==> src/rtl/fetch_decode_register_pkg.sv <==
// Shared encodings for the IF/ID stage: FSM states, packet layout and
// opcode field positions used by fetch/decode.
package fetch_decode_register_pkg;

  typedef enum logic {
    S_FIRST  = 1'b0,
    S_SECOND = 1'b1
  } fd_state_e;

  localparam logic [15:0] NOP_WORD        = 16'h0000;
  localparam logic [1:0]  TWO_WORD_PREFIX = 2'b11;

  localparam int PREFIX_HI = 15;
  localparam int PREFIX_LO = 14;
  localparam int OPCODE_HI = 15;
  localparam int OPCODE_LO = 11;

  typedef struct packed {
    logic [15:0] instr;
    logic [15:0] imm;
    logic [31:0] pc;
    logic        valid;
    logic        two_word;
  } fd_pkt_t;

  function automatic logic [PREFIX_HI-PREFIX_LO:0] word_prefix(input logic [15:0] word);
    return word[PREFIX_HI:PREFIX_LO];
  endfunction

  function automatic logic [OPCODE_HI-OPCODE_LO:0] word_opcode(input logic [15:0] word);
    return word[OPCODE_HI:OPCODE_LO];
  endfunction

endpackage

==> src/rtl/fetch_decode_register.sv <==
// IF/ID register: merges opcode + immediate words into one decode packet,
// with stall (hold) and flush (bubble) from hazard/branch control.
module fetch_decode_register
  import fetch_decode_register_pkg::*;
#(
  parameter logic [15:0] NOP_WORD        = fetch_decode_register_pkg::NOP_WORD,
  parameter logic [1:0]  TWO_WORD_PREFIX = fetch_decode_register_pkg::TWO_WORD_PREFIX
) (
  input  logic        clk,
  input  logic        reset,
  input  logic [15:0] instruction_in,
  input  logic [31:0] pc_in,
  input  logic        stall,
  input  logic        flush,
  output logic [15:0] instruction_out,
  output logic [15:0] immediate_out,
  output logic [31:0] pc_out,
  output logic        valid_out,
  output logic        two_word_out
);

  fd_state_e   state, state_nxt;
  fd_pkt_t     pkt, pkt_nxt;
  logic [15:0] hold_instr, hold_nxt;

  always_ff @(posedge clk) begin
    if (reset) begin
      state      <= S_FIRST;
      pkt        <= '{instr: NOP_WORD, imm: '0, pc: '0, valid: 1'b0, two_word: 1'b0};
      hold_instr <= '0;
    end else begin
      state      <= state_nxt;
      pkt        <= pkt_nxt;
      hold_instr <= hold_nxt;
    end
  end

  always_comb begin
    state_nxt = state;
    pkt_nxt   = pkt;
    hold_nxt  = hold_instr;
    if (flush) begin
      // pc_out keeps the last real link address; hold_instr is simply
      // orphaned by returning to S_FIRST.
      state_nxt        = S_FIRST;
      pkt_nxt.instr    = NOP_WORD;
      pkt_nxt.imm      = '0;
      pkt_nxt.valid    = 1'b0;
      pkt_nxt.two_word = 1'b0;
    end else if (!stall) begin
      unique case (state)
        S_FIRST: begin
          if (word_prefix(instruction_in) == TWO_WORD_PREFIX) begin
            hold_nxt         = instruction_in;
            pkt_nxt.instr    = NOP_WORD;
            pkt_nxt.valid    = 1'b0;
            pkt_nxt.two_word = 1'b0;
            state_nxt        = S_SECOND;
          end else begin
            pkt_nxt = '{instr: instruction_in, imm: '0, pc: pc_in,
                        valid: 1'b1, two_word: 1'b0};
          end
        end
        S_SECOND: begin
          // Second word is pure data, even if its top bits look like a prefix.
          pkt_nxt   = '{instr: hold_instr, imm: instruction_in, pc: pc_in,
                        valid: 1'b1, two_word: 1'b1};
          state_nxt = S_FIRST;
        end
        default: state_nxt = S_FIRST;
      endcase
    end
  end

  assign instruction_out = pkt.instr;
  assign immediate_out   = pkt.imm;
  assign pc_out          = pkt.pc;
  assign valid_out       = pkt.valid;
  assign two_word_out    = pkt.two_word;

endmodule

==> config.mk <==
export PLATFORM = sky130hd
export DESIGN_NAME = fetch_decode_register
export DESIGN_NICKNAME = d
export VERILOG_FILES = /design/src/rtl/fetch_decode_register_pkg.sv /design/src/rtl/fetch_decode_register.sv
export SDC_FILE = /design/constraint.sdc
export NUM_CORES = 1
export LEC_CHECK = 0
export CAP_MARGIN = 20
export CORE_MARGIN = 2
export CORE_UTILIZATION = 45
export DETAILED_ROUTE_END_ITERATION = 8
export GPL_ROUTABILITY_DRIVEN = 0
export PLACE_DENSITY = 0.8
export REMOVE_ABC_BUFFERS = 1
export SLEW_MARGIN = 0
export SYNTH_ARGS = -nofsm -noshare
export SYNTH_HDL_FRONTEND = slang
export SYNTH_SLANG_ARGS = --single-unit
==> constraint.sdc <==
create_clock -name clk -period 1.8 [get_ports clk]
set_input_delay 0.27 -clock clk [delete_from_list [all_inputs] [get_ports clk]]
set_output_delay 0.27 -clock clk [all_outputs]
set_load 0.005 [all_outputs]
# After elaboration in Yosys (flattened, before gate mapping)
# Cells that the tools add are included.
dict set report totals {
  elab_cells 22
  input_bits 52
  output_inout_bits 66
  register_bits 83
  memories 0
  latchBits 0
  romBits 0
  ramBits 0
}
dict set report op_classes {
  shifts 0
  n_addsub 0
  div_mod_pow 0
  n_reduce_logical 4
  mux 6
  magnitude_cmp 0
  n_mul 0
  bitwise_logic 3
  n_eq_ne 2
}
# op count
set op_table {}
lappend op_table {{$pmux 66 s2} 1}
lappend op_table {{$mux 48} 1}
lappend op_table {{$mux 16} 1}
lappend op_table {{$reduce_and 4->1} 1}
lappend op_table {{$not 1->1} 3}
lappend op_table {{$reduce_and 3->1} 1}
lappend op_table {{$eq 2x2->1 const B} 1}
lappend op_table {{$mux 2} 1}
lappend op_table {{$ne 2x2->1 const B} 1}
lappend op_table {{$pmux 1 s2} 1}
lappend op_table {{$reduce_and 2->1} 1}
lappend op_table {{$reduce_or 2->1} 1}
lappend op_table {{$mux 1} 1}

# Logic depth before layout (Yosys ltp)
dict set report depth {
  word_depth 3
  mapped_depth 5
  mapped_depth_nobuf 3
}

# Least setup slack after synthesis
# OpenSTA, ideal clock, no wires.
dict set report synth_timing {
  kind {register -> register}
  startpoint {register state}
  endpoint {register pkt, in the netlist pc_out[10]}
  required_ns 1.728
  setup_time_ns 0.072
  arrival_ns 1.374
  stages_incl_launch_ff 6
  synth_period_minus_slack_ns 1.445
  path_buffers 2
  path_slack_ns 0.355
  cell_sequence {dfxtp_1 > and3b_1 > buf_6 > nor3_4 > buf_8 > mux2i_1}
}
dict set report synth_between {
  elab_chain_cells 3
  word_cells_on_any_way 4
  classes_between {1 x eq/ne; 1 x mux; 1 x bitwise; 1 x reduce/logical}
}
# element line_no
set synth_rtl {}
lappend synth_rtl {{from (decl)} fetch_decode_register.sv:22} ;# fd_state_e state, state_nxt;
lappend synth_rtl {{from (signal assigned)} fetch_decode_register.sv:32} ;# state <= state_nxt;
lappend synth_rtl {{$not 1->1 (no line)} -}
lappend synth_rtl {{$ne 2x2->1 (no line)} -}
lappend synth_rtl {{$reduce_and 3->1 (no line)} -}
lappend synth_rtl {{to (signal assigned)} fetch_decode_register.sv:29} ;# pkt <= '{instr: NOP_WORD, imm: '0, pc: '0, valid: 1'b0, two_word: 1'b0};
lappend synth_rtl {{to (signal assigned)} fetch_decode_register.sv:33} ;# pkt <= pkt_nxt;
lappend synth_rtl {{to (decl)} fetch_decode_register.sv:23} ;# fd_pkt_t pkt, pkt_nxt;
# Parallel ways exist; a longest one is shown, timed or not.
# A chain may end at the register's enable or synchronous reset.

# Worst setup path after layout
dict set report layout_timing {
  startpoint {register pkt, in the netlist pc_out[12]}
  endpoint {output port pc_out[12]}
}
# element line_no
set layout_lines {}
lappend layout_lines {{to (decl)} fetch_decode_register.sv:17} ;# output logic [31:0] pc_out,
# No word-level cell between the ends.

==> flow_summary.ini <==
[min_path]
min-delay-path-class = input port to flip-flop

[yosys]
synth_ff_type = dfxtp_1
synthCells = 349
yosysSeqAreaShare_pct = 48.5
synth_area_per_cell_um2 = 9.81
synth_cell_types = 23
async_flop_share_pct = 0
netlist.top_cell.by_area = dfxtp_1
yosys-top-cells-count = nand2b_1, dfxtp_1, mux2i_1
synth.ff_latch_count = 83
synth_area_leaders = dfxtp_1, nand2b_1, mux2i_1
synth_most_common_cell = nand2b_1
synth_top_area_share_pct = 48.5
yosysWarnings = 0
syn_area_um2 = 3420
synth_edf_count = 0

[grt]
grt_pass1_wl_um = 13300
antenna_found_initial = 0
grt_util_all_layers_pct = 19.8
grt_pass1_vias = 2773
grt_max_degree = 65
overflow = 0

[clock_tree]
numCtsBuffers = 9
cts_tree = yes
worstSkewPairLatency_ns = 0.34
clkSinkCount = 83
clk_pin_slew_ns = 0.09
cts_hold_buf = 0
htreeDepth = 3
root_buffer = clkbuf_8
post-cts-setup-buffer-count = 0
clockBufferDepth = 2
ctsResizeCount = 0

[floorplan]
rows = 31
fp.dieH_um = 91.2
core_um2 = 7290
fp.dieArea_um2 = 8320
chipWidth_um = 91.2
start_util_pct = 47.0
num_io_pins = 118

[critical_path]
cp.required_ns = 1.53
crit_slowest_cell = clkdlybuf4s50_1
slowest_delay_ns = 0.55
worstPathArrival_ns = 1.24
end_kind = output port
crit_chain = clkdlybuf4s50_1
critPathBufInv = 1
path_class = flip-flop to output port
start_kind = flip-flop
critPathMaxFanout = 2
cp_top_family = buffers and inverters

[sta]
setup_viol = 0
period_minus_slack_ns = 1.51
worstMarginPinSlew_ns = 0.399
clock_skew_ns = 0.00958
rsz0062_at_grt = false
layout_worst_path_cycle_share_pct = 83.6
slew_headroom_pct = 73.4
hold_slack_ns = 0.417
slew_viol_final = 0
finalHoldViolations = 0
max_freq_ghz = 0.664

[detailed_routing]
wirelength_um = 7950
vias = 2863
vias_per_cell = 5.03
drcViolationCount = 0
drtAntennaViolNets = 0
post_drt_wl_per_cell_um = 14.0
dr.pass1.iters = 8
drtIter0Drc = 189

[cells_and_area]
drive_gt1_share_pct = 8.72
nets = 517
final_area_um2 = 4920
n_antenna_cell = 0
fin_cells = 569
area_growth_pct = 43.8
final_util_pct = 67.5

[pwr]
p_leak_nw = 1.74
powerDensity_nw_per_um2 = 732
total_power_mw = 3.60
vdd_ir_drop_max_mv = 0.377

[place]
hpwl_um = 5600
placed_area_um2 = 4750
placed_cells = 553
portBuffers = 117

[job]
cap_violations = 0

[outcome]
status = finished clean
[through the flow]
step	worst slack, ns	setup TNS, ns
floorplan	-1.11	-31.91
detailed placement	-0.0250	-0.204
finish	0.295	0
global route	0.227	0
global placement	0.0353	0
CTS	0.265	0
[flip-flops by register name, indices dropped and copies added (netlist names)]
signal and flops:
hold_instr 16, immediate_out 16, instruction_out 16, pc_out 32
state 1, two_word_out 1, valid_out 1
[metal layers]
metal | vias up | GRT usage, % | part of all wire, %
met1 | 1311 | 24.6 | 41
met5 | - | 0 | 0
met4 | 0 | 5.56 | 1.0
li1 | 1412 | - | -
met2 | 133 | 30.0 | 46
met3 | 7 | 10.5 | 12
[report_power, final]
group,internal (mW),switching [mW],total (mW)
Clock,0.538,0.658,1.20
Sequential,1.89,0.0307,1.92
Combinational,0.299,0.186,0.485
Total,2.73,0.875,3.60
[area by class of cell]
class / instances / area, um2
fillers: 616 / 2370
repair buffers: 134 / 1340
multi-input cells: 236 / 1610
well taps: 99 / 124
clock inverters: 6 / 41.3
clock buffers: 10 / 138
flip-flops and latches: 83 / 1660
inverters: 1 / 3.75
[worst paths after layout]
| check | startpoint | end | slack (ns) | depth (start not counted) |
|---|---|---|---|---|
| setup / recovery | pc_out[12] | pc_out[12] | 0.29 | 1 |
| hold / removal | reset | immediate_out[4] | 0.42 | 4 |
| setup reg to reg | state | hold_instr[4] | 0.37 | 4 |
| hold reg to reg | hold_instr[11] | hold_instr[11] | 0.48 | 2 |
[cell families after synthesis]
group | after synthesis | share of synthesized area (%)
compound gates | 53 | 10.4
buf+inv | 30 | 4.75
flops | 83 | 48.5
mux | 47 | 13.7
simple gates | 136 | 22.6
[placed cells by master, fill, tap and decap left out, drive strengths merged]
cell and instances:
clkdlybuf4s50 116, nand2b 92, dfxtp 83, mux2i 47, nor2 20, buf 18, a21oi 17, nand2 16
o21ai 16, a222oi 14, clkbuf 10, clkinv 6, nor3 3, a211oi 3, o21ba 2, nor3b 2
nor2b 1, and3b 1, or2 1, a221oi 1, inv 1
Power figures use the tool's default switching activity.
